==> src/rtl/pcm2pdm_mc_if.sv <==
// PCM-in / PDM-out signal bundle for pcm2pdm_mc; master drives samples and strobes, slave is the converter.
interface pcm2pdm_mc_if #(
  parameter int unsigned CHANNELS = 2,
  parameter int unsigned WIDTH    = 16
);
  logic                      audio_clk;
  logic                      pdm_clk;
  logic                      enable;
  logic                      mute;
  logic [CHANNELS*WIDTH-1:0] sample;
  logic                      clip_clear;
  logic [CHANNELS-1:0]       pdm;
  logic [CHANNELS-1:0]       clip;

  modport master (
    output audio_clk, pdm_clk, enable, mute, sample, clip_clear,
    input  pdm, clip
  );

  modport slave (
    input  audio_clk, pdm_clk, enable, mute, sample, clip_clear,
    output pdm, clip
  );
endinterface

==> src/rtl/pcm2pdm_mc.sv <==
// Multi-channel PCM-to-PDM converter: per-channel clamped sample latch feeding a 1st/2nd-order sigma-delta.
// Optional +/-1 LSB LFSR dither when PCM2PDM_DITHER_EN is defined.
module pcm2pdm_mc #(
  parameter int unsigned CHANNELS = 2,
  parameter int unsigned WIDTH    = 16,
  parameter int unsigned ORDER    = 2,
  parameter int unsigned GUARD    = 4,
  parameter int unsigned CLAMP    = 3 * (2 ** (WIDTH - 3))
) (
  input  logic          clk,
  input  logic          reset,
  pcm2pdm_mc_if.slave   bus
);

  localparam int unsigned IW = WIDTH + GUARD;
  localparam int unsigned SW = IW + 2;

  typedef logic signed [WIDTH-1:0] smp_t;
  typedef logic signed [IW-1:0]    int_t;
  typedef logic signed [SW-1:0]    ext_t;

  localparam smp_t CLAMP_POS = smp_t'(CLAMP);
  localparam smp_t CLAMP_NEG = -CLAMP_POS;
  localparam ext_t FB_POS    = ext_t'(1) << (WIDTH - 1);
  localparam ext_t FB_NEG    = -FB_POS;
  localparam int_t I_MAX     = {1'b0, {(IW-1){1'b1}}};
  localparam int_t I_MIN     = {1'b1, {(IW-1){1'b0}}};

  if ((ORDER != 1) && (ORDER != 2)) begin : g_order_chk
    $error("pcm2pdm_mc: ORDER must be 1 or 2");
  end

  // Widened sum back to integrator width, pinned at the signed rails.
  function automatic int_t sat(input ext_t v);
    if (v > ext_t'(I_MAX)) return I_MAX;
    if (v < ext_t'(I_MIN)) return I_MIN;
    return int_t'(v);
  endfunction

  smp_t                held_q [CHANNELS];
  smp_t                held_d [CHANNELS];
  int_t                a1_q   [CHANNELS];
  int_t                a1_d   [CHANNELS];
  int_t                a2_q   [CHANNELS];
  int_t                a2_d   [CHANNELS];
  logic [CHANNELS-1:0] pdm_q, pdm_d;
  logic [CHANNELS-1:0] clip_q, clip_d;

`ifdef PCM2PDM_DITHER_EN
  logic [15:0] lfsr_q, lfsr_d;
`endif

  smp_t slice;
  ext_t x;
  ext_t fb;
  int_t n1;
  int_t n2;

  always_comb begin
    held_d = held_q;
    a1_d   = a1_q;
    a2_d   = a2_q;
    pdm_d  = pdm_q;
    clip_d = bus.clip_clear ? '0 : clip_q;
    slice  = '0;
    x      = '0;
    fb     = '0;
    n1     = '0;
    n2     = '0;
`ifdef PCM2PDM_DITHER_EN
    lfsr_d = lfsr_q;
    if (bus.enable && bus.pdm_clk) begin
      lfsr_d = lfsr_q >> 1;
      if (lfsr_q[0]) lfsr_d = lfsr_d ^ 16'hB400;
    end
`endif
    for (int c = 0; c < int'(CHANNELS); c++) begin
      // Modulator step always reads the previously held sample.
      x = bus.mute ? '0 : ext_t'(held_q[c]);
`ifdef PCM2PDM_DITHER_EN
      if (!bus.mute) x = x + (lfsr_q[c] ? ext_t'(1) : -ext_t'(1));
`endif
      fb = pdm_q[c] ? FB_POS : FB_NEG;
      n1 = sat(ext_t'(a1_q[c]) + x - fb);
      n2 = sat(ext_t'(a2_q[c]) + ext_t'(n1) - fb);

      if (!bus.enable) begin
        a1_d[c]  = '0;
        a2_d[c]  = '0;
        pdm_d[c] = 1'b0;
      end else if (bus.pdm_clk) begin
        a1_d[c] = n1;
        if (ORDER == 1) begin
          a2_d[c]  = '0;
          pdm_d[c] = ~n1[IW-1];
        end else begin
          a2_d[c]  = n2;
          pdm_d[c] = ~n2[IW-1];
        end
      end

      // Latch with clamp; a clamp event overrides a same-cycle clear.
      if (bus.audio_clk) begin
        slice = smp_t'(bus.sample[c*WIDTH +: WIDTH]);
        if (slice > CLAMP_POS) begin
          held_d[c] = CLAMP_POS;
          clip_d[c] = 1'b1;
        end else if (slice < CLAMP_NEG) begin
          held_d[c] = CLAMP_NEG;
          clip_d[c] = 1'b1;
        end else begin
          held_d[c] = slice;
        end
      end
    end
  end

  always_ff @(posedge clk) begin
    if (reset) begin
      held_q <= '{default: '0};
      a1_q   <= '{default: '0};
      a2_q   <= '{default: '0};
      pdm_q  <= '0;
      clip_q <= '0;
`ifdef PCM2PDM_DITHER_EN
      lfsr_q <= 16'hACE1;
`endif
    end else begin
      held_q <= held_d;
      a1_q   <= a1_d;
      a2_q   <= a2_d;
      pdm_q  <= pdm_d;
      clip_q <= clip_d;
`ifdef PCM2PDM_DITHER_EN
      lfsr_q <= lfsr_d;
`endif
    end
  end

  assign bus.pdm  = pdm_q;
  assign bus.clip = clip_q;

endmodule

==> src/flat_wrapper.sv <==
// flat-port wrapper written by rule: the top's interface ports become plain ports
module pcm2pdm_mc_flat 
#(
  parameter int unsigned CHANNELS = 2,
  parameter int unsigned WIDTH    = 16,
  parameter int unsigned ORDER    = 2,
  parameter int unsigned GUARD    = 4,
  parameter int unsigned CLAMP    = 3 * (2 ** (WIDTH - 3))
)
  (clk, reset, bus_audio_clk, bus_pdm_clk, bus_enable, bus_mute, bus_sample, bus_clip_clear, bus_pdm, bus_clip);
  pcm2pdm_mc_if #(.CHANNELS(CHANNELS), .WIDTH(WIDTH)) bus_i ();
  input  logic clk;
  input  logic reset;
  input wire logic [$bits(bus_i.audio_clk)-1:0] bus_audio_clk;
  input wire logic [$bits(bus_i.pdm_clk)-1:0] bus_pdm_clk;
  input wire logic [$bits(bus_i.enable)-1:0] bus_enable;
  input wire logic [$bits(bus_i.mute)-1:0] bus_mute;
  input wire logic [$bits(bus_i.sample)-1:0] bus_sample;
  input wire logic [$bits(bus_i.clip_clear)-1:0] bus_clip_clear;
  output wire logic [$bits(bus_i.pdm)-1:0] bus_pdm;
  output wire logic [$bits(bus_i.clip)-1:0] bus_clip;
  assign bus_i.audio_clk = bus_audio_clk;
  assign bus_i.pdm_clk = bus_pdm_clk;
  assign bus_i.enable = bus_enable;
  assign bus_i.mute = bus_mute;
  assign bus_i.sample = bus_sample;
  assign bus_i.clip_clear = bus_clip_clear;
  assign bus_pdm = bus_i.pdm;
  assign bus_clip = bus_i.clip;
  pcm2pdm_mc #(.CHANNELS(CHANNELS), .WIDTH(WIDTH), .ORDER(ORDER), .GUARD(GUARD), .CLAMP(CLAMP)) u_core (.clk(clk), .reset(reset), .bus(bus_i));
endmodule
==> config.mk <==
export PLATFORM = sky130hd
export DESIGN_NAME = pcm2pdm_mc_flat
export DESIGN_NICKNAME = d
export VERILOG_FILES = /design/src/rtl/pcm2pdm_mc_if.sv /design/src/rtl/pcm2pdm_mc.sv /design/src/flat_wrapper.sv
export SDC_FILE = /design/constraint.sdc
export NUM_CORES = 1
export LEC_CHECK = 0
export ABC_AREA = 1
export CORE_MARGIN = 2
export CORE_UTILIZATION = 53
export DETAILED_ROUTE_END_ITERATION = 10
export PLACE_DENSITY = 0.71
export SLEW_MARGIN = 30
export SYNTH_ARGS = -nofsm -noshare
export SYNTH_HDL_FRONTEND = slang
export SYNTH_SLANG_ARGS = --single-unit
export TNS_END_PERCENT = 10
==> constraint.sdc <==
create_clock -name clk -period 23.5 [get_ports clk]
set_clock_uncertainty 0.1 [all_clocks]
set_input_delay 4.7 -clock clk [delete_from_list [all_inputs] [get_ports clk]]
set_output_delay 4.7 -clock clk [all_outputs]
set_load 0.02 [all_outputs]
# Word level (Yosys, flattened, before mapping)

Index checks and enable logic that the tools add are counted.

Bits in registers: 116
Bits in latches: 0
Memory bits (writable): 0
Bits in read-only memories: 0
Bits of input ports: 39
Output and inout port bits: 4
Memories: 0

Add/subtract/negate cells: 8
Multipliers: 0
Divide/modulo/power cells: 0
Order comparisons: 12
Equality and inequality tests: 0
Shift-type cells: 0
Mux-type cells: 43
Bitwise operators: 3
Reduce and logical (&&, ||, !) cells: 1

Operators with widths:

| operator               | count |
|---|---|
| $mux W20               | 16 |
| $gt A22 B20 Y1 const B | 4 |
| $lt A22 B20 Y1 const B | 4 |
| $mux W22               | 4 |
| $sub A22 B22 Y22       | 4 |
| $mux W16               | 4 |
| $add A20 B22 Y22       | 2 |
| $add A20 B20 Y21       | 2 |
| $gt A16 B16 Y1 const B | 2 |
| $lt A16 B16 Y1 const B | 2 |
| $mux W1                | 18 |
| $not A1 Y1             | 3 |
| $mux W2                | 1 |
| $reduce_or A2 Y1       | 1 |

# Logic depth before layout (Yosys ltp)

Gate-level depths: netlist of run 1.

Depth after elaboration: 16
Depth in mapped cells: 43
Depth with buffers taken out: 41

# Worst setup path before layout of run 1

No wires, ideal clock.

Kind: in2reg
Start: input port bus_mute
End: register u_core.a2_q[28] (netlist name)
Setup time: 0.122 ns
Arrival time: 10.447 ns
Slack: 12.831 ns
Cell stages on the path: 37
Buffers on the path: 4
Path through: inv_1 > clkbuf_1 > nand2_1 > inv_1 > fa_1 > ha_1 > nand2_1 > nor2_1 > nor2_1 > nor2_1 > nor3_1 > nand3_1 > xor2_1 > o21ai_1 > buf_2 > clkbuf_1 > nand2_1 > ha_1 > fa_1 > nand3_1 > nand2_1 > a21oi_1 > o21ai_0 > a21oi_1 > o21ai_0 > xor2_1 > ha_1 > inv_1 > nor3_1 > nand3_1 > nand2_1 > nand2_1 > nand2_1 > nand2_1 > a21oi_2 > buf_2 > a21oi_1

Cells in the longest elaborated chain, start to end: 15
Elaborated cells between the ends (all ways): 21
Classes of those cells: 4 x add/sub; 4 x order compare; 13 x mux

Ends and longest elaborated chain:

| what                   | RTL line           | RTL |
|---|---|---|
| start: declaration     | flat_wrapper.sv:17 | `input wire logic [$bits(bus_i.mute)-1:0] bus_mute;` |
| $mux W22 (*)           | pcm2pdm_mc.sv:79   | `x = bus.mute ? '0 : ext_t'(held_q[c]);` |
| $add A20 B22 Y22 (*)   | pcm2pdm_mc.sv:84   | `n1 = sat(ext_t'(a1_q[c]) + x - fb);` |
| $sub A22 B22 Y22 (*)   | pcm2pdm_mc.sv:84   |  |
| $lt A22 B20 Y1         | pcm2pdm_mc.sv:36   | `if (v < ext_t'(I_MIN)) return I_MIN;` |
| $mux W1 (2 in series)  | pcm2pdm_mc.sv:36   |  |
| $mux W20               | pcm2pdm_mc.sv:37   | `return int_t'(v);` |
| $mux W20 (*)           | pcm2pdm_mc.sv:36   |  |
| $add A20 B20 Y21 (*)   | pcm2pdm_mc.sv:85   | `n2 = sat(ext_t'(a2_q[c]) + ext_t'(n1) - fb);` |
| $sub A22 B22 Y22 (*)   | pcm2pdm_mc.sv:85   |  |
| $lt A22 B20 Y1         | pcm2pdm_mc.sv:36   |  |
| $mux W1 (2 in series)  | pcm2pdm_mc.sv:36   |  |
| $mux W20               | pcm2pdm_mc.sv:37   |  |
| $mux W20 (*)           | pcm2pdm_mc.sv:36   |  |
| end signal: assignment | pcm2pdm_mc.sv:122  | `a2_q <= '{default: '0};` |
| end signal: assignment | pcm2pdm_mc.sv:131  | `a2_q <= a2_d;` |
| end: declaration       | pcm2pdm_mc.sv:44   | `int_t a2_q [CHANNELS];` |

Every way passes the cells marked *; elsewhere a longest branch is shown, timed or not. The select of a mux whose other input is x is not followed.
A chain may end at the register's enable or synchronous reset.

# Worst setup path after layout of run 1

Start: input port bus_mute
End: register u_core.a2_q[21] (netlist name)

Same word-level chain as after synthesis.

==> results of run 1 <==
==> per-layer routing <==
layer	vias up	wire length (um)
met1	4560	11900
met3	36	794
met5	-	0
met2	173	13100
met4	0	531
li1	5229	-
==> power breakdown <==
| part | total, mW | internal [mW] | switching [mW] |
|---|---|---|---|
| sequential | 0.241 | 0.225 | 0.0162 |
| clock | 0.274 | 0.172 | 0.102 |
| combinational | 0.993 | 0.358 | 0.635 |
| total | 1.51 | 0.755 | 0.753 |
==> cells by family after synthesis <==
| logic type | share of synthesized area |
|---|---|
| buffers and inverters | 0.123 |
| adder cells (fa/ha/maj) | 0.171 |
| flip-flops | 0.221 |
| AO/OA/AOI/OAI | 0.163 |
| XOR/XNOR | 0.0641 |
| AND/OR/NAND/NOR | 0.258 |
==> path summary, 6_finish.rpt <==
path | startpoint | end | slack, ns | cells past startpoint
setup / recovery | bus_mute | u_core.a2_q[21] | 11.55 | 36
hold / removal | u_core.held_q[27] | u_core.held_q[27] | 0.36 | 2
setup reg to reg | u_core.bus.pdm[0] | u_core.a2_q[21] | 16.08 | 33
hold reg to reg | u_core.held_q[27] | u_core.held_q[27] | 0.36 | 2
==> through the flow <==
stage          worst slack (ns)  hold WS, ns  instances  total power, mW  area (um2)
2_1_floorplan             12.83        0.337       1604             1.03       10500
3_3_place_gp              11.38        0.351       1869             1.22       11000
3_5_place_dp              11.21        0.355       1869             1.23       11000
4_1_cts                   11.62        0.364       1901             1.51       11600
5_1_grt                   10.80        0.386       1901             1.67       11600
6_report                  11.55        0.362       1901             1.51       11600
==> final cells by class <==
| cell class | count | area, um2 | share of cell area |
|---|---|---|---|
| clock buffer | 20 | 457 | 0.0393 |
| sequential | 116 | 2320 | 0.200 |
| tap | 265 | 332 | 0.0285 |
| clock inverter | 12 | 153 | 0.0131 |
| multi-input combinational | 1175 | 6890 | 0.593 |
| inverter | 264 | 991 | 0.0853 |
| timing repair buffer | 49 | 468 | 0.0403 |
==> worst max-delay path: cells and delay by family <==
kind / cells / cell delay [ns]
buf+inv: 5 / 1.03
simple gates: 18 / 2.34
compound gates: 6 / 1.70
fa+ha+maj: 5 / 1.81
xor+xnor: 2 / 0.53
==> flip-flops by register name (all words and copies together), names as in the netlist <==
name / cells
u_core.bus.clip: 2
u_core.a1_q: 40
u_core.a2_q: 40
u_core.held_q: 32
u_core.bus.pdm: 2
==> cell usage in the layout (no fill, tap or decap), types with 7 or more instances in the layout <==
cell type        Yosys  routed
a211oi_1            10      10
a21oi_1            176     175
a31oi_1              9       9
buf_4                0       7
clkbuf_16            0      17
clkdlybuf4s50_1      0      41
dfxtp_1            116     116
fa_1                12      12
ha_1               124     124
inv_1              262     261
nand2_1            407     406
nand2_2              9      10
nand3_1             85      85
nand4_1             15      15
nor2_1              88      88
nor3_1              22      22
o21ai_0             88      88
o21bai_1            11      11
xnor2_1             24      24
xor2_1              51      51
==> key figures, run 1 <==
STA
  – Pins over their slew limit: 0
  – Fin. Hold Viols: 0
  – Setup repair after global routing missed its margin: no
  – Post-route clock period utilization: 0.509
  – Fmax achieved: 83.7 MHz
  – Setup TNS: 0 ns
  – Post-route minimum period: 11.95 ns
  – Slew @ Worst Pin: 0.895 ns
  – Setup-failing EPs final: 0
  – Rel. slew slack: 0.404

Clock tree
  – TritonCTS Buffers: 17
  – Clock latency on the worst-skew pair: 0.43 ns
  – Reg clk slew, reported paths: 0.06 ns
  – Cts hold-fix bufs: 0
  – Clock Root Buffer: clkbuf_16
  – CTS Sinks: 116
  – Post-CTS Setup Repair Bufs: 0
  – Clock Path Buffers: 2
  – CTS H-Tree Depth: 4
  – CTS tree: yes
  – Post-CTS sizing: 0

Finish
  – Layout Nets: 1,798
  – Layout cells sized above 1: 0.0403
  – Layout area overhead: 10.7%
  – # fillers: 1,932
  – Final core utilization: 0.597
  – N_diodes: 0

Drt
  – Avg WL per Cell: 13.8 um
  – DRC errors left: 0
  – Vias per cell: 5.26
  – 1st-iter DRT viols: 581
  – Vias after detailed routing: 9,998
  – DR pass1 iterations: 5
  – Post-route ant nets: 0
  – Final WL: 26.3 mm

Worst setup path
  – Worst Setup Start Kind: primary input
  – Crit-path max FO: 30
  – Worst Path Required: 23.66 ns
  – CP max stage cell: a21oi_2
  – Worst EP arrival: 12.12 ns
  – Critical Path Most Common Cell: nand2_1
  – Largest stage delay on the critical path: 0.72 ns
  – Kind of critical path: in2reg
  – CP Capture Type: register

Placement
  – Final HPWL DP: 19.9 mm
  – Port Buffers: 42
  – Routability cong.: 0.956

Global route
  – Vias in the first global route: 9,296
  – GR Util met1: 0.322
  – Global route overflow: 0
  – Met3 global-route usage: 0.0434
  – GR Util met2: 0.466
  – Initial antenna violation count: 0
  – Global-route wire length before repair: 43.4 mm
  – Most used routing layer: met2
  – Largest net degree at the start of global routing: 82
  – Gr usage total: 0.260

Yosys
  – Cell count after synthesis: 1,604
  – Most frequent cell after synthesis: nand2_1
  – Synth warn: 0
  – Mapped cell area: 10,500 um2
  – Number of flops mapped to enable cells by yosys: 0
  – Mapped Nets: 1,779
  – Syn Area/Cell: 6.54 um2
  – Synth top area share: 0.221
  – Top_reg_cell synth: dfxtp_1
  – Asr flop ratio synth: 0
  – Distinct cells, synth: 46
  – Register area share after synthesis: 0.221
  – Post-synth top cells: 407 x nand2_1, 262 x inv_1, 176 x a21oi_1
  – Leading area contributor after synthesis: dfxtp_1
  – Number of synthesized register bits: 116
  – Dominant cells by area after synthesis: dfxtp_1 22%, ha_1 15%, nand2_1 15%, inv_1 9.4%, a21oi_1 8.4%

Floorplanning
  – Row count: 51
  – DIE AREA: 20,900 um2
  – Die span in x: 145 um
  – Io pins: 43
  – Die H: 145 um
  – Initial core utilization: 0.539
  – Core Area: 19,500 um2

Power and ir drop
  – Power Density: 130 nW/um2
  – LEAKAGE: 6.22 nW
  – Peak supply drop: 115 uV

Outcome
  – Outcome: finished, final reports clean

Job
  – Max-Cap Viols: 0

Worst hold path
  – Min-Delay Path Class: reg2reg
No activity file was read; power rests on OpenSTA's default activity.
==> inputs of run 2 (changes only) <==
==> constraint.sdc (replaced) <==
create_clock -name clk -period 11.8 [get_ports clk]
set_clock_uncertainty 0.1 [all_clocks]
set_input_delay 2.36 -clock clk [delete_from_list [all_inputs] [get_ports clk]]
set_output_delay 2.36 -clock clk [all_outputs]
set_load 0.02 [all_outputs]
==> key figures, run 2 (synthesis gave the netlist of run 1 again) <==
Finish
  – N_diodes: 0
  – Layout area overhead: 10.9%
  – Commonest non-fill, non-tap cells in the layout: 406 x nand2_1, 261 x inv_1, 175 x a21oi_1
  – Layout Nets: 1,800
  – Final core utilization: 0.598
  – Design area: 11,600 um2
  – Layout cells sized above 1: 0.0397
  – Largest regs: u_core.a1_q (40), u_core.a2_q (40), u_core.held_q (32)
  – Fin cells: 1,903
  – Most common cell after layout, fill and taps aside: nand2_1

STA
  – Setup repair after global routing missed its margin: no
  – Setup TNS: 0 ns
  – Post-route clock period utilization: 0.817
  – Rel. slew slack: 0.411
  – Pins over their slew limit: 0
  – Setup-failing EPs final: 0
  – Worst setup margin: 2.15 ns
  – Slew @ Worst Pin: 0.883 ns
  – Fmax achieved: 104 MHz
  – Post-route minimum period: 9.65 ns
  – Fin. Hold Viols: 0

Drt
  – Vias per cell: 5.20
  – Post-route ant nets: 0
  – Vias after detailed routing: 9,903
  – 1st-iter DRT viols: 539
  – DR pass1 iterations: 8
  – Final WL: 26.1 mm
  – DRC errors left: 0
  – Avg WL per Cell: 13.7 um

Clock tree
  – CTS H-Tree Depth: 4
  – Clock Root Buffer: clkbuf_16
  – TritonCTS Buffers: 17
  – Cts hold-fix bufs: 0
  – CTS Sinks: 116
  – Post-CTS Setup Repair Bufs: 0
  – Clock Path Buffers: 2
  – CTS tree: yes
  – Post-CTS sizing: 0
  – Reg clk slew, reported paths: 0.05 ns
  – Clock latency on the worst-skew pair: 0.42 ns

Outcome
  – Outcome: finished, final reports clean

Worst setup path
  – Worst EP arrival: 9.80 ns
  – Worst reg-to-reg path cell count: 33
  – CP max stage cell: a21oi_2
  – Largest stage delay on the critical path: 0.71 ns
  – Crit-path max FO: 26
  – Kind of critical path: in2reg
  – Worst Path Required: 11.95 ns
  – Critical Path Most Common Cell: nand2_1
  – Worst Setup Start Kind: primary input
  – CP Capture Type: register
  – R2R Setup Slk: 4.48 ns

Placement
  – Inst Count DP: 1,871
  – Pre-CTS setup slack: 1.79 ns
  – Routability cong.: 0.984
  – Final HPWL DP: 20.2 mm
  – Placed Area: 11,000 um2
  – Port Buffers: 42

Job
  – Max-Cap Viols: 0

Floorplanning
  – Die span in x: 145 um
  – DIE AREA: 20,900 um2
  – Initial core utilization: 0.539
  – Die H: 145 um
  – Row count: 51
  – Io pins: 43
  – Core Area: 19,500 um2

Global route
  – Vias in the first global route: 9,335
  – Global route overflow: 0
  – Initial antenna violation count: 0
  – Global-route wire length before repair: 43.1 mm
  – Largest net degree at the start of global routing: 82
  – Gr usage total: 0.257

Worst hold path
  – Worst hold stages: 2
  – Min-Delay Path Class: reg2reg

Power and ir drop
  – Peak supply drop: 361 uV
  – Power Density: 259 nW/um2
  – LEAKAGE: 6.23 nW
==> run 2: cell count changes in the layout (fill, tap and decap cells not counted) <==
cell | before | now
clkinv_2 | 4 | 3
clkinv_4 | 2 | 1
inv_6 | 2 | 0
bufinv_16 | 3 | 4
buf_4 | 7 | 9
clkbuf_1 | 1 | 4
==> run 2: area by class of cell <==
type | instances | area [um2]
fillers | 1915 | 7820
multi-input cells | 1175 | 6890
flip-flops and latches | 116 | 2320
inverters | 264 | 991
repair buffers | 51 | 483
clock buffers | 23 | 468
well taps | 265 | 332
clock inverters | 9 | 151
==> run 2: critical path, delay by kind of cell <==
family	cells	cell delay (ns)
and+or+nand+nor	18	2.21
buffers and inverters	5	1.40
AOI/OAI and AO/OA	6	1.94
xor gates and xnor gates	2	0.18
adders and majority gates	4	1.66
==> run 2: layer usage <==
metal / vias up / GRT usage / part of all wire
li1: 5222 / - / -
met1: 4491 / 0.316 / 0.46
met2: 155 / 0.458 / 0.49
met3: 35 / 0.0457 / 0.032
met4: 0 / 0.0726 / 0.024
met5: - / 0 / 0
==> run 2: worst paths after layout <==
path | from | end
max | bus_mute | u_core.a2_q[2]
min | u_core.bus.clip[0] | u_core.bus.clip[0]
max reg2reg | u_core.bus.pdm[1] | u_core.a2_q[2]
min reg2reg | u_core.bus.clip[0] | u_core.bus.clip[0]
==> run 2: through the flow <==
| stage | hold WS [ns] | total power [mW] |
|---|---|---|
| 2_1_floorplan | 0.337 | 2.05 |
| 3_3_place_gp | 0.353 | 2.44 |
| 3_5_place_dp | 0.356 | 2.45 |
| 4_1_cts | 0.366 | 3.02 |
| 5_1_grt | 0.380 | 3.32 |
| 6_report | 0.364 | 3.01 |
==> run 2: where the power goes <==
group	internal, mW	switching, mW	total (mW)
Combinational	0.714	1.26	1.98
Clock	0.364	0.189	0.553
Sequential	0.448	0.0315	0.479
Total	1.53	1.49	3.01
==> inputs of run 3 (changes only) <==
==> constraint.sdc (replaced) <==
create_clock -name clk -period 10.1 [get_ports clk]
set_clock_uncertainty 0.1 [all_clocks]
set_input_delay 2.02 -clock clk [delete_from_list [all_inputs] [get_ports clk]]
set_output_delay 2.02 -clock clk [all_outputs]
set_load 0.02 [all_outputs]
==> key figures, run 3 (synthesis gave the netlist of run 1 again) <==
Outcome
  – Outcome: finished, final reports clean

Global route
  – Largest net degree at the start of global routing: 82
  – Most used routing layer: met2
  – Global-route wire length before repair: 42.6 mm
  – GR Util met1: 0.320
  – Met3 global-route usage: 0.0424
  – Vias in the first global route: 8,999
  – Gr usage total: 0.256
  – Initial antenna violation count: 0
  – Global route overflow: 0
  – GR Util met2: 0.452

Worst setup path
  – CP top delay family: simple AND/OR/NAND/NOR gates
  – Worst Path Required: 10.35 ns
  – Critical R2R Capture: u_core.a2_q[24]
  – Crit path from: bus_mute
  – Worst EP arrival: 9.48 ns
  – Largest stage delay on the critical path: 0.51 ns
  – R2r startpoint: u_core.bus.pdm[0]
  – R2R Setup Slk: 2.79 ns
  – Worst Setup Start Kind: primary input
  – CP Capture Type: register
  – CP max stage cell: nand2_1
  – CP Buf/Inv Count: 5
  – Critical Path Most Common Cell: nand2_1
  – Crit-path max FO: 19
  – Worst reg-to-reg path cell count: 32
  – Kind of critical path: in2reg

Drt
  – 1st-iter DRT viols: 574
  – DR pass1 iterations: 5
  – DRC errors left: 0
  – Vias after detailed routing: 9,985
  – Final WL: 26.3 mm
  – Vias per cell: 5.25
  – Avg WL per Cell: 13.8 um
  – Post-route ant nets: 0

Floorplanning
  – Initial core utilization: 0.539
  – Core Area: 19,500 um2
  – Die H: 145 um
  – Io pins: 43
  – Die span in x: 145 um
  – DIE AREA: 20,900 um2
  – Row count: 51

STA
  – Post-route clock period utilization: 0.913
  – Pins over their slew limit: 0
  – Setup repair after global routing missed its margin: no
  – Fin. Hold Viols: 0
  – Minimum hold slack: 0.361 ns
  – Post-route minimum period: 9.22 ns
  – Setup-failing EPs final: 0
  – Setup TNS: 0 ns
  – Slew @ Worst Pin: 0.853 ns
  – Rel. slew slack: 0.432
  – Fmax achieved: 108 MHz

Clock tree
  – CTS Sinks: 116
  – CTS tree: yes
  – Clock Root Buffer: clkbuf_16
  – Cts hold-fix bufs: 0
  – Post-CTS Setup Repair Bufs: 0
  – Reg clk slew, reported paths: 0.05 ns
  – Clock Path Buffers: 2
  – Clock latency on the worst-skew pair: 0.43 ns
  – Post-CTS sizing: 0
  – TritonCTS Buffers: 17
  – CTS H-Tree Depth: 4

Placement
  – Placed Area: 11,000 um2
  – Routability cong.: 0.966
  – Port Buffers: 42
  – Final HPWL DP: 20.1 mm

Power and ir drop
  – LEAKAGE: 6.22 nW
  – Peak supply drop: 436 uV
  – Power Density: 302 nW/um2
  – Total power: 3.51 mW

Finish
  – Most common cell after layout, fill and taps aside: nand2_1
  – Layout Nets: 1,802
  – Layout cells sized above 1: 0.0409
  – Commonest non-fill, non-tap cells in the layout: 406 x nand2_1, 261 x inv_1, 175 x a21oi_1
  – N_diodes: 0
  – Largest regs: u_core.a1_q (40), u_core.a2_q (40), u_core.held_q (32)
  – Final core utilization: 0.597
  – Design area: 11,600 um2
  – Layout area overhead: 10.8%

Worst hold path
  – Worst Hold End: u_core.held_q[16]
  – Worst Min Path Start: u_core.held_q[16]
  – Min-Delay Path Class: reg2reg
  – Worst hold stages: 2

Job
  – Max-Cap Viols: 0
[run 3: worst register-to-register path: cells and delay by family (launching register included)]
family                   cells  cell delay, ns
AO/OA/AOI/OAI                6            1.36
adder cells (fa/ha/maj)      5            1.94
buffers and inverters        4            0.46
flip-flops                   1            0.60
AND/OR/NAND/NOR             15            2.33
XOR/XNOR                     2            0.46
[run 3: report_power, final]
part	internal, mW	switching [mW]	leakage [nW]	total [mW]
Sequential	0.523	0.0373	0.952	0.560
Combinational	0.847	1.48	4.98	2.33
Clock	0.397	0.220	0.289	0.617
[run 3: metrics by stage]
stage          setup slack [ns]  cells
2_1_floorplan              2.11   1604
4_1_cts                   0.855   1903
5_1_grt                   0.141   1903
3_3_place_gp              0.534   1873
3_5_place_dp              0.459   1873
6_report                  0.875   1903
[run 3: layout make-up]
| cell class | count | area [um2] |
|---|---|---|
| fill | 1899 | 7840 |
| multi-input combinational | 1175 | 6890 |
| sequential | 116 | 2320 |
| inverter | 264 | 991 |
| timing repair buffer | 53 | 498 |
| clock buffer | 21 | 460 |
| tap | 265 | 332 |
| clock inverter | 9 | 130 |
[run 3: routing by layer]
metal | share of wire | vias to the layer above | wire, um
li1 | - | 5228 | -
met1 | 0.46 | 4544 | 12000
met2 | 0.49 | 174 | 13000
met3 | 0.029 | 39 | 775
met4 | 0.019 | 0 | 490
met5 | 0 | - | 0
[run 3: worst max path at each step]
stage / depth (start not counted) / endpoint / slack, ns
4_1_cts: 34 / u_core.a2_q[24] / 0.86
2_1_floorplan: 37 / u_core.a2_q[28] / 2.11
6_report: 34 / u_core.a2_q[24] / 0.88
3_5_place_dp: 34 / u_core.a2_q[24] / 0.46
5_1_grt: 34 / u_core.a2_q[24] / 0.14
3_3_place_gp: 34 / u_core.a2_q[24] / 0.53
